File: src/rtl/cache_pkg.sv
// Shared types and helpers for the L2 lookup controller.
// Holds the controller state enum, default geometry and the tree pseudo-LRU
// victim/touch functions. Trees use heap order: node 0 is the root and the
// children of node n are 2n+1 and 2n+2. A node bit of 0 means the victim lies
// in the lower half below that node.
package cache_pkg;

  localparam int unsigned DefWays      = 8;
  localparam int unsigned DefTagBits   = 10;
  localparam int unsigned DefIndexBits = 6;

  // Helpers work on the widest supported tree; callers pass the real depth.
  localparam int unsigned MaxLevels = 6;
  localparam int unsigned MaxWays   = 2 ** MaxLevels;

  typedef logic [MaxWays-2:0]   plru_tree_t;
  typedef logic [MaxLevels-1:0] plru_way_t;

  typedef enum logic [2:0] {
    StIdle,
    StLookup,
    StCompare,
    StMissReq,
    StFill,
    StRespond
  } state_e;

  // Walk from the root following the node bits; the path spells the victim.
  function automatic plru_way_t plru_victim(input plru_tree_t tree, input int unsigned levels);
    plru_way_t         way;
    logic [MaxLevels-1:0] node;
    logic              b;
    way  = '0;
    node = '0;
    for (int unsigned lvl = 0; lvl < MaxLevels; lvl++) begin
      if (lvl < levels) begin
        b    = tree[node];
        way  = {way[MaxLevels-2:0], b};
        node = {node[MaxLevels-2:0], 1'b0} + {{(MaxLevels-1){1'b0}}, 1'b1}
             + {{(MaxLevels-1){1'b0}}, b};
      end
    end
    return way;
  endfunction

  // Every node on the path to way points away from it afterwards.
  function automatic plru_tree_t plru_touch(input plru_tree_t tree, input plru_way_t way,
                                            input int unsigned levels);
    plru_tree_t           t;
    plru_way_t            w;
    logic [MaxLevels-1:0] node;
    logic                 b;
    t    = tree;
    // Left-align the used way bits so the path bit is always the MSB.
    w    = way << (MaxLevels - levels);
    node = '0;
    for (int unsigned lvl = 0; lvl < MaxLevels; lvl++) begin
      if (lvl < levels) begin
        b       = w[MaxLevels-1];
        w       = w << 1;
        t[node] = ~b;
        node    = {node[MaxLevels-2:0], 1'b0} + {{(MaxLevels-1){1'b0}}, 1'b1}
                + {{(MaxLevels-1){1'b0}}, b};
      end
    end
    return t;
  endfunction

endpackage

File: src/rtl/cache_lookup_ctrl_plru_tree.sv
// plru_tree: per-set pseudo-LRU tree storage.
// Ports: clk, rst_n (async active-low, clears every tree so victim is way 0),
// index (set being read/updated), victim (PLRU victim of that set, decoded
// from storage), touch_en/touch_way (mark touch_way most recently used).
module plru_tree
  import cache_pkg::*;
#(
  parameter int unsigned Ways      = DefWays,
  parameter int unsigned IndexBits = DefIndexBits,
  parameter int unsigned WayBits   = $clog2(Ways)
) (
  input  logic                 clk,
  input  logic                 rst_n,
  input  logic [IndexBits-1:0] index,
  output logic [WayBits-1:0]   victim,
  input  logic                 touch_en,
  input  logic [WayBits-1:0]   touch_way
);

  localparam int unsigned Sets = 2 ** IndexBits;

  logic [Ways-2:0] tree_q [Sets];
  plru_tree_t      cur_tree;
  plru_tree_t      next_tree;
  plru_way_t       victim_full;

  assign cur_tree    = plru_tree_t'(tree_q[index]);
  assign victim_full = plru_victim(cur_tree, WayBits);
  assign victim      = victim_full[WayBits-1:0];
  assign next_tree   = plru_touch(cur_tree, plru_way_t'(touch_way), WayBits);

  always_ff @(posedge clk or negedge rst_n) begin
    if (!rst_n) begin
      for (int i = 0; i < Sets; i++) tree_q[i] <= '0;
    end else if (touch_en) begin
      tree_q[index] <= next_tree[Ways-2:0];
    end
  end

endmodule

File: src/rtl/cache_lookup_ctrl.sv
// cache_lookup_ctrl: sequences one L2 lookup at a time.
// Request port (reqValid/reqAddr/reqReady), response strobe (rspValid/rspHit/
// rspWay), tag/valid array control (arrRead/arrWrite/arrIndex/arrWay/arrTag),
// hit detector inputs (validBits/hdHit/hdWay) and memory fill handshake
// (memReq/memAddr/memAck). Outputs decode only from registered state.
module cache_lookup_ctrl
  import cache_pkg::*;
#(
  parameter int unsigned ways      = DefWays,
  parameter int unsigned tagBits   = DefTagBits,
  parameter int unsigned indexBits = DefIndexBits,
  parameter int unsigned wayBits   = $clog2(ways)
) (
  input  logic                         clk,
  input  logic                         rst_n,
  input  logic                         reqValid,
  input  logic [tagBits+indexBits-1:0] reqAddr,
  output logic                         reqReady,
  output logic                         rspValid,
  output logic                         rspHit,
  output logic [wayBits-1:0]           rspWay,
  output logic                         arrRead,
  output logic                         arrWrite,
  output logic [indexBits-1:0]         arrIndex,
  output logic [wayBits-1:0]           arrWay,
  output logic [tagBits-1:0]           arrTag,
  input  logic [ways-1:0]              validBits,
  input  logic                         hdHit,
  input  logic [wayBits-1:0]           hdWay,
  output logic                         memReq,
  output logic [tagBits+indexBits-1:0] memAddr,
  input  logic                         memAck
);

  localparam int unsigned AddrBits = tagBits + indexBits;

  state_e               state_q, state_d;
  logic [AddrBits-1:0]  addr_q, addr_d;
  logic [wayBits-1:0]   way_q, way_d;
  logic                 hit_q, hit_d;
  logic                 touch_en;
  logic [wayBits-1:0]   touch_way;
  logic [wayBits-1:0]   victim_plru;
  logic                 inv_found;
  logic [wayBits-1:0]   inv_way;
  logic [ways-1:0]      vscan;

  plru_tree #(
    .Ways      (ways),
    .IndexBits (indexBits),
    .WayBits   (wayBits)
  ) u_plru (
    .clk       (clk),
    .rst_n     (rst_n),
    .index     (addr_q[indexBits-1:0]),
    .victim    (victim_plru),
    .touch_en  (touch_en),
    .touch_way (touch_way)
  );

  // Lowest-numbered invalid way; an empty slot always beats PLRU.
  always_comb begin
    inv_found = 1'b0;
    inv_way   = '0;
    vscan     = validBits;
    for (int unsigned i = 0; i < ways; i++) begin
      if (!vscan[0] && !inv_found) begin
        inv_found = 1'b1;
        inv_way   = wayBits'(i);
      end
      vscan = vscan >> 1;
    end
  end

  always_comb begin
    state_d   = state_q;
    addr_d    = addr_q;
    way_d     = way_q;
    hit_d     = hit_q;
    touch_en  = 1'b0;
    touch_way = way_q;
    unique case (state_q)
      StIdle: begin
        if (reqValid) begin
          addr_d  = reqAddr;
          state_d = StLookup;
        end
      end
      StLookup:  state_d = StCompare;
      StCompare: begin
        if (hdHit) begin
          hit_d     = 1'b1;
          way_d     = hdWay;
          touch_en  = 1'b1;
          touch_way = hdWay;
          state_d   = StRespond;
        end else begin
          hit_d   = 1'b0;
          way_d   = inv_found ? inv_way : victim_plru;
          state_d = StMissReq;
        end
      end
      StMissReq: begin
        if (memAck) state_d = StFill;
      end
      StFill: begin
        touch_en = 1'b1;
        state_d  = StRespond;
      end
      StRespond: state_d = StIdle;
      default:   state_d = StIdle;
    endcase
  end

  always_ff @(posedge clk or negedge rst_n) begin
    if (!rst_n) begin
      state_q <= StIdle;
      addr_q  <= '0;
      way_q   <= '0;
      hit_q   <= 1'b0;
    end else begin
      state_q <= state_d;
      addr_q  <= addr_d;
      way_q   <= way_d;
      hit_q   <= hit_d;
    end
  end

  assign reqReady = (state_q == StIdle);
  assign arrRead  = (state_q == StLookup);
  assign arrWrite = (state_q == StFill);
  assign memReq   = (state_q == StMissReq);
  assign rspValid = (state_q == StRespond);
  assign rspHit   = rspValid & hit_q;
  assign rspWay   = rspValid ? way_q : '0;
  assign arrIndex = addr_q[indexBits-1:0];
  assign arrTag   = addr_q[AddrBits-1:indexBits];
  assign arrWay   = way_q;
  assign memAddr  = addr_q;

endmodule
File: config.mk
export PLATFORM = sky130hd
export DESIGN_NAME = cache_lookup_ctrl
export DESIGN_NICKNAME = d
export VERILOG_FILES = /design/src/rtl/cache_pkg.sv /design/src/rtl/cache_lookup_ctrl_plru_tree.sv /design/src/rtl/cache_lookup_ctrl.sv
export SDC_FILE = /design/constraint.sdc
export NUM_CORES = 1
export LEC_CHECK = 0
export ABC_AREA = 1
export CAP_MARGIN = 20
export CORE_ASPECT_RATIO = 0.5
export CORE_MARGIN = 2
export CORE_UTILIZATION = 40
export CTS_BUF_LIST = sky130_fd_sc_hd__clkbuf_4 sky130_fd_sc_hd__clkbuf_8
export DETAILED_ROUTE_END_ITERATION = 6
export PLACE_DENSITY = 0.59
export SYNTH_ARGS = -nofsm -noshare
export SYNTH_HDL_FRONTEND = slang
export SYNTH_SLANG_ARGS = --single-unit
File: constraint.sdc
create_clock -name clk -period 3 [get_ports clk]
set_clock_uncertainty 0.1 [all_clocks]
set_input_delay 0.9 -clock clk [delete_from_list [all_inputs] [get_ports clk]]
set_output_delay 0.9 -clock clk [all_outputs]
set_load 0.005 [all_outputs]
==> impl_metrics.tcl <==
set metrics [dict create \
    place_ws_ns -0.3029 \
    wl_per_cell_um 19.28 \
    die_w_um 340.2 \
    global_route.overflow_total 0 \
    placeableCoreArea_mm2 0.05572 \
    syn_avg_cell_area_um2 7.410 \
    num_rows 61 \
    critical_path.cell_chain "buf_12 > buf_8 > clkbuf_16 > buf_12 > nand2_2 > a21oi_2 > or2_1 > nand2_1 > nand2_2 > nand2_2 > nand2_2 > nor2_4 > a21oi_2 > a21oi_4 > buf_12 > clkbuf_16 > o21ai_1" \
    rsz0062_at_grt "true" \
    synth.yosys.warnings 0 \
    max-cap-violations 0 \
    detail_route.first_pass.iterations 6 \
    cts_sinks 471 \
    cts.hold.buffers_added 0 \
    flow.area_growth_from_synthesis_pct 27.02 \
    placedCellCount 3880 \
    timing_hold_violations_final 0 \
    clock_tree.buffer_depth 3 \
    synth-seq-area-share_pct 52.15 \
    leakage_nw 14.34 \
    maxClockFrequency_mhz 326.7 \
    initial_standard_cell_utilization_of_the_core_pct 40.57 \
    outcome "complete, but fails checks" \
    vias 21320 \
    cts_tree "done" \
    final_util_pct 51.53 \
    cts-root-buf "sky130_fd_sc_hd__clkbuf_8" \
    synthesis.instances 3050 \
    fillCellCount 5394 \
    setup_viol_count_final 62 \
    design.final.nets 3303 \
    place.port_buffers 75 \
    remaining_antenna_violation_count_after_routing 0 \
    post_synth_num_cell_types 33 \
    cpMaxStageDelayCell "sky130_fd_sc_hd__dfrtp_4" \
    routability_congestion_estimate_from_global_placement 0.9197 \
    final_min_period_over_clock_period_pct 102.0 \
    gr-usage-all-layers_pct 24.61 \
    critical_path.endpoint_type "register" \
    power_density_mw_per_mm2 1175 \
    syn-num-nets 3083 \
    post_synthesis_cell_area_mm2 0.02260 \
    layout_common_cells "1450 x sky130_fd_sc_hd__nand2_1, 467 x sky130_fd_sc_hd__dfrtp_1, 343 x sky130_fd_sc_hd__o21ai_0" \
    antenna-diode-count 0 \
    grt_first_pass_wirelength_um 111900 \
    worst_setup_path_start_kind "register" \
    worst_hold_path_type "primary input to async pin" \
    drive_gt1_share_pct 16.32 \
    layout_commonest_cell "sky130_fd_sc_hd__nand2_1" \
    worst_slew_pin_slew_ns 0.7240 \
    critical_path.max_stage_delay_ns 0.55 \
    synth.ff_latch_count 471 \
    timing_max_transition_violations_final 0 \
    power.ir.vdd_worst_v 0.001084 \
    layoutNonFillerInstCount 4078 \
    cts_buffers 74 \
    fp.dieArea_mm2 0.05854 \
    path_common_cell "sky130_fd_sc_hd__nand2_2" \
    clk_pin_slew_worst_paths_ns 0.07 \
    multi_input_comb_area_mm2 0.009832 \
    antenna_found_initial 0 \
    max_slew_margin_pct 51.23 \
    clock_insertion_delay_worst_skew_ns 0.65 \
    first_iter_violations 2436 \
    failed_checks "negative setup slack" \
    sequential_cell_area_mm2 0.01180 \
    vias_per_cell 5.228 \
    fin_setup_tns_ns -1.672 \
    io_pins 76 \
    drc 0 \
    worst-setup-path-type "register to register" \
    detail_placement_hpwl_um 46420 \
    fin_ws_ns -0.06075 \
    cts-htree-levels 3 \
    crit_path_max_fanout 8 \
    critPathRequiredTime_ns 3.40 \
    final_period_minus_worst_setup_slack_ns 3.061 \
    grt_pass1_vias 19200 \
    critical_path_arrival_ns 3.46 \
    die_span_in_y_um 172.1 \
    grt_start_max_net_pins 84 \
    route.final.wire_length_um 78610 \
]
## metal layers
layer  up-vias  GRT usage (%)  share of wire, %
met3       129          5.145               9.5
met4         0          7.259               2.4
met5         -              0                 0
met1     10270          36.45                47
li1      10040              -                 -
met2       884          36.10                41
## cell usage after synthesis, drive strengths merged
library cell	number	area share, %
nand2	1500	25
o21ai	506	11
dfrtp	471	52
nor2	143	2.4
buf	126	3.0
inv	102	1.7
clkbuf	88	1.5
a21oi	41	1.0
nand3	32	0.71
mux2	10	0.50
nor3	10	0.24
nand4	5	0.14
or2	5	0.14
o211ai	3	0.10
a22oi	1	0.033
a31oi	1	0.028
clkinv	1	0.017
ha	1	0.055
o21a	1	0.033
o21bai	1	0.033
o221ai	1	0.039
o31ai	1	0.033
## state kept, by name (all words and copies together), names as in the netlist
signal,cells
memAddr,16
arrWay,3
state_q,3
hit_q,1
u_plru.tree_q,448
## kinds of logic after synthesis
family / count (synthesis) / synth area share (%)
DFF: 471 / 52.15
and+or+nand+nor: 1695 / 28.55
buffers and inverters: 317 / 6.173
adders and majority gates: 1 / 0.05535
muxes: 10 / 0.4982
AOI/OAI and AO/OA: 556 / 12.58
## per-stage QoR
stage                     cell area (um2)  hold WS [ns]  total power, mW
final                               28710       0.06131            33.74
after global routing                28710       0.05863            35.49
after global placement              25500        0.3595            22.71
after detailed placement            25500        0.3691            22.87
after CTS                           27450       0.04660            29.40
after floorplan                     22600        0.3451            16.46
## report_power, final
group	switching, mW	leakage [nW]	internal, mW	total [mW]
Clock	2.65	0.823	3.13	5.78
Combinational	11.0	7.27	7.52	18.5
Sequential	1.15	6.25	8.29	9.44
Total	14.8	14.3	18.9	33.7
## worst paths after layout
kind / cells past startpoint / startpoint / slack, ns / to
min in group clk: 2 / u_plru.tree_q[143] / 0.38 / u_plru.tree_q[143]
max in group asynchronous: 2 / rst_n / 1.94 / u_plru.tree_q[298]
worst max-delay path: 17 / memAddr[0] / -0.06 / u_plru.tree_q[3]
worst min register to register: 2 / u_plru.tree_q[143] / 0.38 / u_plru.tree_q[143]
worst min-delay path: 1 / rst_n / 0.06 / u_plru.tree_q[168]
worst max register to register: 17 / memAddr[0] / -0.06 / u_plru.tree_q[3]
## cell type report
type | count | share of cell area (%)
repair buffers | 358 | 14.60
clock inverters | 14 | 0.3487
well taps | 756 | 3.295
multi-input cells | 2262 | 34.25
flip-flops and latches | 471 | 41.09
clock buffers | 114 | 5.008
inverters | 103 | 1.412
## critical path: cells and delay by family (launching register included)
kind                   cells  cell delay [ns]
AND/OR/NAND/NOR            7             0.82
buffers and inverters      6             1.03
flip-flops                 1             0.55
AO/OA/AOI/OAI              4             0.38
## timing repair
item,4_1_cts,5_1_grt
endpoints found under the setup margin,16,359
pin swaps,6,47
gates resized for setup,45,195
setup buffers,14,30
cloned,5,28
No activity file was read; power rests on OpenSTA's default activity.
